$ cat config.mk
export PLATFORM = sky130hd
export DESIGN_NAME = mac_serial_driver
export DESIGN_NICKNAME = d
export VERILOG_FILES = /design/src/rtl/mac_cmd_pkg.sv /design/src/rtl/mac_ser_shifter.sv /design/src/rtl/mac_serial_driver.sv
export SDC_FILE = /design/constraint.sdc
export NUM_CORES = 1
export LEC_CHECK = 0
export ABC_AREA = 1
export CAP_MARGIN = 10
export CORE_MARGIN = 10
export CORE_UTILIZATION = 35
export CTS_CLUSTER_DIAMETER = 40
export DETAILED_ROUTE_END_ITERATION = 10
export SETUP_SLACK_MARGIN = 0.05
export SLEW_MARGIN = 20
export SYNTH_ARGS = -nofsm -noshare
export SYNTH_HDL_FRONTEND = slang
export SYNTH_SLANG_ARGS = --single-unit
$ cat constraint.sdc
create_clock -name clk -period 3.6 [get_ports clk]
set_input_delay 0.72 -clock clk [delete_from_list [all_inputs] [get_ports clk]]
set_output_delay 0.72 -clock clk [all_outputs]
set_load 0.005 [all_outputs]
$ cat src/rtl/mac_cmd_pkg.sv
// Shared definitions for the serial MAC driver: MAC command codes,
// driver FSM state encoding and the state-to-command mapping.
package mac_cmd_pkg;

  localparam logic [1:0] CMD_CLR      = 2'b00;
  localparam logic [1:0] CMD_SHIFT_AB = 2'b01;
  localparam logic [1:0] CMD_LOAD     = 2'b10;
  localparam logic [1:0] CMD_SHIFT_C  = 2'b11;

  typedef enum logic [2:0] {
    ST_IDLE  = 3'd0,
    ST_CLR   = 3'd1,
    ST_SHIFT = 3'd2,
    ST_LOAD  = 3'd3,
    ST_READ  = 3'd4,
    ST_RESP  = 3'd5
  } mac_state_e;

  // The MAC has no idle command, so idle-like states issue SHIFT_AB with
  // d_in held low: A/B fill with zeros and the accumulator is untouched.
  function automatic logic [1:0] cmd_for_state(input mac_state_e st);
    logic [1:0] cmd_v;
    cmd_v = CMD_SHIFT_AB;
    case (st)
      ST_CLR:  cmd_v = CMD_CLR;
      ST_LOAD: cmd_v = CMD_LOAD;
      ST_READ: cmd_v = CMD_SHIFT_C;
      default: cmd_v = CMD_SHIFT_AB;
    endcase
    return cmd_v;
  endfunction

endpackage

$ cat src/rtl/mac_ser_shifter.sv
// Serial datapath for the MAC driver: bit counter with done pulse,
// parallel-in/serial-out operand shifter and serial-in/parallel-out
// result shifter.
module mac_ser_shifter
  import mac_cmd_pkg::*;
#(
  parameter int WIDTH = 3
) (
  input  logic                 clk,
  input  logic                 reset,
  input  logic                 load,
  input  logic [WIDTH-1:0]     a,
  input  logic [WIDTH-1:0]     b,
  input  logic                 shift,
  output logic                 piso_bit,
  input  logic                 cnt_en,
  output logic                 done,
  input  logic                 sipo_en,
  input  logic                 d_out,
  output logic [2*WIDTH-1:0]   sipo_word
);

  localparam int NB    = 2 * WIDTH;
  localparam int CNT_W = $clog2(NB);

  logic [NB-1:0]    piso_r;
  logic [NB-1:0]    piso_src_s;
  logic [NB-1:0]    piso_nxt_s;
  logic [NB-1:0]    sipo_r;
  logic [CNT_W-1:0] cnt_r;

  // Operand word is {a,b} sent LSB first, so b leaves before a. A load and
  // a shift can coincide (back-to-back term), hence the source mux.
  always_comb begin
    piso_src_s = load ? {a, b} : piso_r;
    piso_bit   = piso_src_s[0];
    if (shift) begin
      piso_nxt_s = {1'b0, piso_src_s[NB-1:1]};
    end else begin
      piso_nxt_s = piso_src_s;
    end
    done      = cnt_en && (cnt_r == CNT_W'(NB - 1));
    sipo_word = {sipo_r[NB-2:0], d_out};
  end

  // Operand shift register.
  always_ff @(posedge clk) begin
    if (reset) begin
      piso_r <= {NB{1'b0}};
    end else if (load || shift) begin
      piso_r <= piso_nxt_s;
    end
  end

  // Bit counter: runs 0..2W-1 while enabled, idles at zero otherwise.
  always_ff @(posedge clk) begin
    if (reset) begin
      cnt_r <= {CNT_W{1'b0}};
    end else if (!cnt_en || done) begin
      cnt_r <= {CNT_W{1'b0}};
    end else begin
      cnt_r <= cnt_r + CNT_W'(1);
    end
  end

  // Result shift register, MSB of the accumulator arrives first.
  always_ff @(posedge clk) begin
    if (reset) begin
      sipo_r <= {NB{1'b0}};
    end else if (sipo_en) begin
      sipo_r <= sipo_word;
    end
  end

endmodule

$ cat src/rtl/mac_serial_driver.sv
// Host-side initiator for the bit-serial MAC: takes operand pairs over a
// valid/ready interface, serialises them into the MAC, sequences the MAC
// commands and deserialises the accumulated dot product.
module mac_serial_driver
  import mac_cmd_pkg::*;
#(
  parameter int WIDTH = 3
) (
  input  logic                 clk,
  input  logic                 reset,
  input  logic                 op_valid,
  output logic                 op_ready,
  input  logic [WIDTH-1:0]     op_a,
  input  logic [WIDTH-1:0]     op_b,
  input  logic                 op_last,
  output logic                 res_valid,
  input  logic                 res_ready,
  output logic [2*WIDTH-1:0]   res_data,
  output logic [1:0]           mac_cmd,
  output logic                 mac_d_in,
  input  logic                 mac_d_out
);

  mac_state_e          state_r;
  mac_state_e          state_nxt_s;
  logic                first_r;
  logic                last_r;
  logic                op_ready_r;
  logic                res_valid_r;
  logic [2*WIDTH-1:0]  res_data_r;
  logic [1:0]          mac_cmd_r;
  logic                mac_d_in_r;

  logic                hs_s;
  logic                load_s;
  logic                shift_s;
  logic                cnt_en_s;
  logic                sipo_en_s;
  logic                done_s;
  logic                piso_bit_s;
  logic [2*WIDTH-1:0]  sipo_word_s;
  logic                op_ready_nxt_s;
  logic                res_valid_nxt_s;
  logic [1:0]          mac_cmd_nxt_s;
  logic                mac_d_in_nxt_s;
  logic                res_load_s;

  assign op_ready  = op_ready_r;
  assign res_valid = res_valid_r;
  assign res_data  = res_data_r;
  assign mac_cmd   = mac_cmd_r;
  assign mac_d_in  = mac_d_in_r;

  assign hs_s      = op_valid && op_ready_r;
  assign load_s    = hs_s && (state_r == ST_IDLE);
  assign cnt_en_s  = (state_r == ST_SHIFT) || (state_r == ST_READ);
  assign sipo_en_s = (state_r == ST_READ);

  mac_ser_shifter #(.WIDTH(WIDTH)) u_shifter (
    .clk       (clk),
    .reset     (reset),
    .load      (load_s),
    .a         (op_a),
    .b         (op_b),
    .shift     (shift_s),
    .piso_bit  (piso_bit_s),
    .cnt_en    (cnt_en_s),
    .done      (done_s),
    .sipo_en   (sipo_en_s),
    .d_out     (mac_d_out),
    .sipo_word (sipo_word_s)
  );

  // Next state plus next values of the registered outputs; outputs are
  // derived from the next state so they line up with the state register.
  always_comb begin
    state_nxt_s = state_r;
    case (state_r)
      ST_IDLE: begin
        if (hs_s) begin
          state_nxt_s = first_r ? ST_CLR : ST_SHIFT;
        end else begin
          state_nxt_s = ST_IDLE;
        end
      end
      ST_CLR:   state_nxt_s = ST_SHIFT;
      ST_SHIFT: state_nxt_s = done_s ? ST_LOAD : ST_SHIFT;
      ST_LOAD:  state_nxt_s = last_r ? ST_READ : ST_IDLE;
      ST_READ:  state_nxt_s = done_s ? ST_RESP : ST_READ;
      ST_RESP:  state_nxt_s = res_ready ? ST_IDLE : ST_RESP;
      default:  state_nxt_s = ST_IDLE;
    endcase

    shift_s         = (state_nxt_s == ST_SHIFT);
    op_ready_nxt_s  = (state_nxt_s == ST_IDLE);
    res_valid_nxt_s = (state_nxt_s == ST_RESP);
    mac_cmd_nxt_s   = cmd_for_state(state_nxt_s);
    mac_d_in_nxt_s  = shift_s ? piso_bit_s : 1'b0;
    res_load_s      = (state_r == ST_READ) && done_s;
  end

  // FSM state register.
  always_ff @(posedge clk) begin
    if (reset) begin
      state_r <= ST_IDLE;
    end else begin
      state_r <= state_nxt_s;
    end
  end

  // Registered outputs toward the producer, consumer and MAC.
  always_ff @(posedge clk) begin
    if (reset) begin
      op_ready_r  <= 1'b1;
      res_valid_r <= 1'b0;
      res_data_r  <= {(2*WIDTH){1'b0}};
      mac_cmd_r   <= CMD_SHIFT_AB;
      mac_d_in_r  <= 1'b0;
    end else begin
      op_ready_r  <= op_ready_nxt_s;
      res_valid_r <= res_valid_nxt_s;
      mac_cmd_r   <= mac_cmd_nxt_s;
      mac_d_in_r  <= mac_d_in_nxt_s;
      if (res_load_s) begin
        res_data_r <= sipo_word_s;
      end
    end
  end

  // first: readout destroys the accumulator, so the next product must
  // start with CLR. last: captured with each pair to pick LOAD's exit.
  always_ff @(posedge clk) begin
    if (reset) begin
      first_r <= 1'b1;
      last_r  <= 1'b0;
    end else begin
      if (state_r == ST_CLR) begin
        first_r <= 1'b0;
      end else if ((state_r == ST_RESP) && res_ready) begin
        first_r <= 1'b1;
      end
      if (load_s) begin
        last_r <= op_last;
      end
    end
  end

endmodule

==> flow_metrics.tcl <==
set metrics [dict create \
    ys_ff_latch 30 \
    crit_required_ns 3.81 \
    hp-class "reg2reg" \
    postSynthAreaPerCell_um2 7.58 \
    drive_gt1_frac 0.128 \
    ctsResizeCount 0 \
    clkLatencyLatePin_ns 0.28 \
    placed_area_um2 1540 \
    die_area_um2 6540 \
    grt_pass1_vias 1080 \
    tns_ns 0 \
    postCtsSetupBuffers 0 \
    reg2reg_to "mac_cmd[1]$_SDFF_PP0_" \
    io_buffers 22 \
    r2r_start "state_r[1]$_SDFF_PP0_" \
    slowest_delay_ns 0.81 \
    min_from "u_shifter.cnt_r[0]$_SDFF_PP0_" \
    hpwl_mm 2.02 \
    fin_cells 244 \
    layout.nets 209 \
    critical_path.cell_chain "clkdlybuf4s50_1 -> inv_1 -> nand2_1 -> inv_1 -> nor3_1" \
    dieHeight_um 80.9 \
    start_util 0.357 \
    p_total_uw 855 \
    fp-row-count 22 \
    period_needed_ns 2.00 \
    area_growth_pct 26.2 \
    cts_htree_levels 2 \
    via_per_inst 4.46 \
    crit_top_cell "inv_1" \
    place_congestion 0.810 \
    startpoint_type "input port" \
    highest_layer "met4" \
    critPathMaxFanout 14 \
    diodes 0 \
    synth_cell_types 26 \
    ir_worst_vdd_mv 0.216 \
    pre_cts_slack_ns 1.30 \
    regArea_um2 601 \
    synthArstFlopShare 0 \
    synth_ff_type "dfxtp_1" \
    cts_tree "done" \
    yosys_warnings 0 \
    grt_max_degree 15 \
    postLayoutCoreUtil 0.450 \
    period_share 0.557 \
    place_inst 236 \
    syn_nets 185 \
    cts_num_sinks 30 \
    fill_cells 394 \
    final_antenna_net_count 0 \
    synthCells 171 \
    layout_common_cells "nand2_1 (31), dfxtp_1 (30), nor2_1 (27)" \
    setup_viol 0 \
    hold_buffers 0 \
    finalClockSkew_ns 0.00895 \
    p_leak_nw 0.712 \
    design_area_um2 1640 \
    met3_length_um 106 \
    drtPass1Iterations 4 \
    slew_headroom 0.640 \
    coreArea_um2 3630 \
    max_cap_violations 0 \
    synth_edf_count 0 \
    syn_area_um2 1300 \
    status "complete, no violations" \
    hold_end "u_shifter.cnt_r[0]$_SDFF_PP0_" \
    drc 0 \
    whs_ns 0.458 \
    track_usage 0.0867 \
    layout_commonest_cell "nand2_1" \
    path_clk_slew_ns 0.07 \
    num_vias 1089 \
    drt_wl_total_mm 2.59 \
    crit_type "in2reg" \
    reg2reg_depth 8 \
    crit_arrival_ns 2.21 \
    antenna_found_initial 0 \
    worstHoldPathCells 1 \
    rrSetupSlack_ns 2.05 \
    wl_met1_mm 1.14 \
    drv_slew 0 \
    fmax_mhz 499 \
    clockBufferDepth 2 \
    wl_per_cell_um 10.6 \
    cts_root_buf "clkbuf_8" \
    worstMarginPinSlew_ns 0.538 \
    multi_input_area_um2 581 \
    crit_slowest_cell "clkdlybuf4s50_1" \
    grt_pass1_wl_mm 4.46 \
    fin_ws_ns 1.60 \
    cts_buffers 5 \
    wl_met2_mm 1.28 \
    hold_viol 0 \
    endpoint_kind "flip-flop" \
    power_density_nw_per_um2 523 \
    dr.first_iter.drc_count 45 \
    yosysSeqAreaShare 0.463 \
    ios 23 \
    rsz0062_at_grt "false" \
    grt_overflow 0 \
    die_x_um 80.9 \
]
-- cells in the mapped netlist (3+ instances only) --
library cell,number,share of area
nand2_1,31,0.090
dfxtp_1,30,0.46
nand4_1,3,0.014
o21ai_1,4,0.015
inv_1,20,0.058
nand2_2,3,0.014
nand3_2,3,0.023
nor2_2,3,0.014
o21ai_0,9,0.035
nand3_1,12,0.046
a21oi_1,7,0.027
nor2_1,27,0.078
-- cell type report --
| class | instances | share of cell area |
|---|---|---|
| repair buffers | 22 | 0.135 |
| well taps | 48 | 0.0367 |
| inverters | 22 | 0.0505 |
| clock buffers | 7 | 0.0528 |
| multi-input cells | 114 | 0.355 |
| flip-flops and latches | 30 | 0.367 |
| clock inverters | 1 | 0.00306 |
-- metal layers --
layer,GRT usage,up-vias
li1,-,585
met1,0.0865,483
met2,0.151,15
met3,0.0254,6
met4,0.0623,0
met5,0,-
-- worst max-delay path, delay by kind of cell --
| family | cells | cell delay (ns) |
|---|---|---|
| buffers and inverters | 3 | 1.19 |
| and+or+nand+nor | 2 | 0.30 |
-- worst max path at each step --
| stage | start | end | slack (ns) | cells past startpoint |
|---|---|---|---|---|
| final | reset | op_ready$_SDFF_PP1_ | 1.60 | 5 |
| after global routing | op_valid | u_shifter.piso_r[0]$_SDFFE_PP0P_ | 1.45 | 10 |
| after CTS | reset | op_ready$_SDFF_PP1_ | 1.61 | 5 |
| after detailed placement | reset | op_ready$_SDFF_PP1_ | 1.30 | 5 |
| after global placement | reset | op_ready$_SDFF_PP1_ | 1.34 | 5 |
| after floorplan | op_valid | u_shifter.piso_r[1]$_SDFFE_PP0P_ | 2.09 | 9 |
-- power breakdown --
group | leakage (nW) | total, mW | switching, mW | internal [mW]
logic | 0.419 | 0.194 | 0.116 | 0.0783
clock network | 0.0482 | 0.273 | 0.119 | 0.154
registers | 0.244 | 0.388 | 0.0194 | 0.369
-- kinds of logic (layout without fill, tap and decap cells) --
family / after synthesis / in the layout / share of synthesized area
xor gates and xnor gates: 1 / 1 / 0.00676
buffers and inverters: 27 / 52 / 0.0888
adders and majority gates: 2 / 2 / 0.0193
and+or+nand+nor: 87 / 87 / 0.319
DFF: 30 / 30 / 0.463
AOI/OAI and AO/OA: 24 / 24 / 0.103
-- sequential cells by signal, indices dropped and copies added (netlist names) --
| signal | flops |
|---|---|
| first_r | 1 |
| last_r | 1 |
| mac_cmd | 2 |
| mac_d_in | 1 |
| op_ready | 1 |
| res_data | 6 |
| res_valid | 1 |
| state_r | 3 |
| u_shifter.cnt_r | 3 |
| u_shifter.piso_r | 6 |
| u_shifter.sipo_r | 5 |
Note: power is estimated with default switching activity, not from simulation.
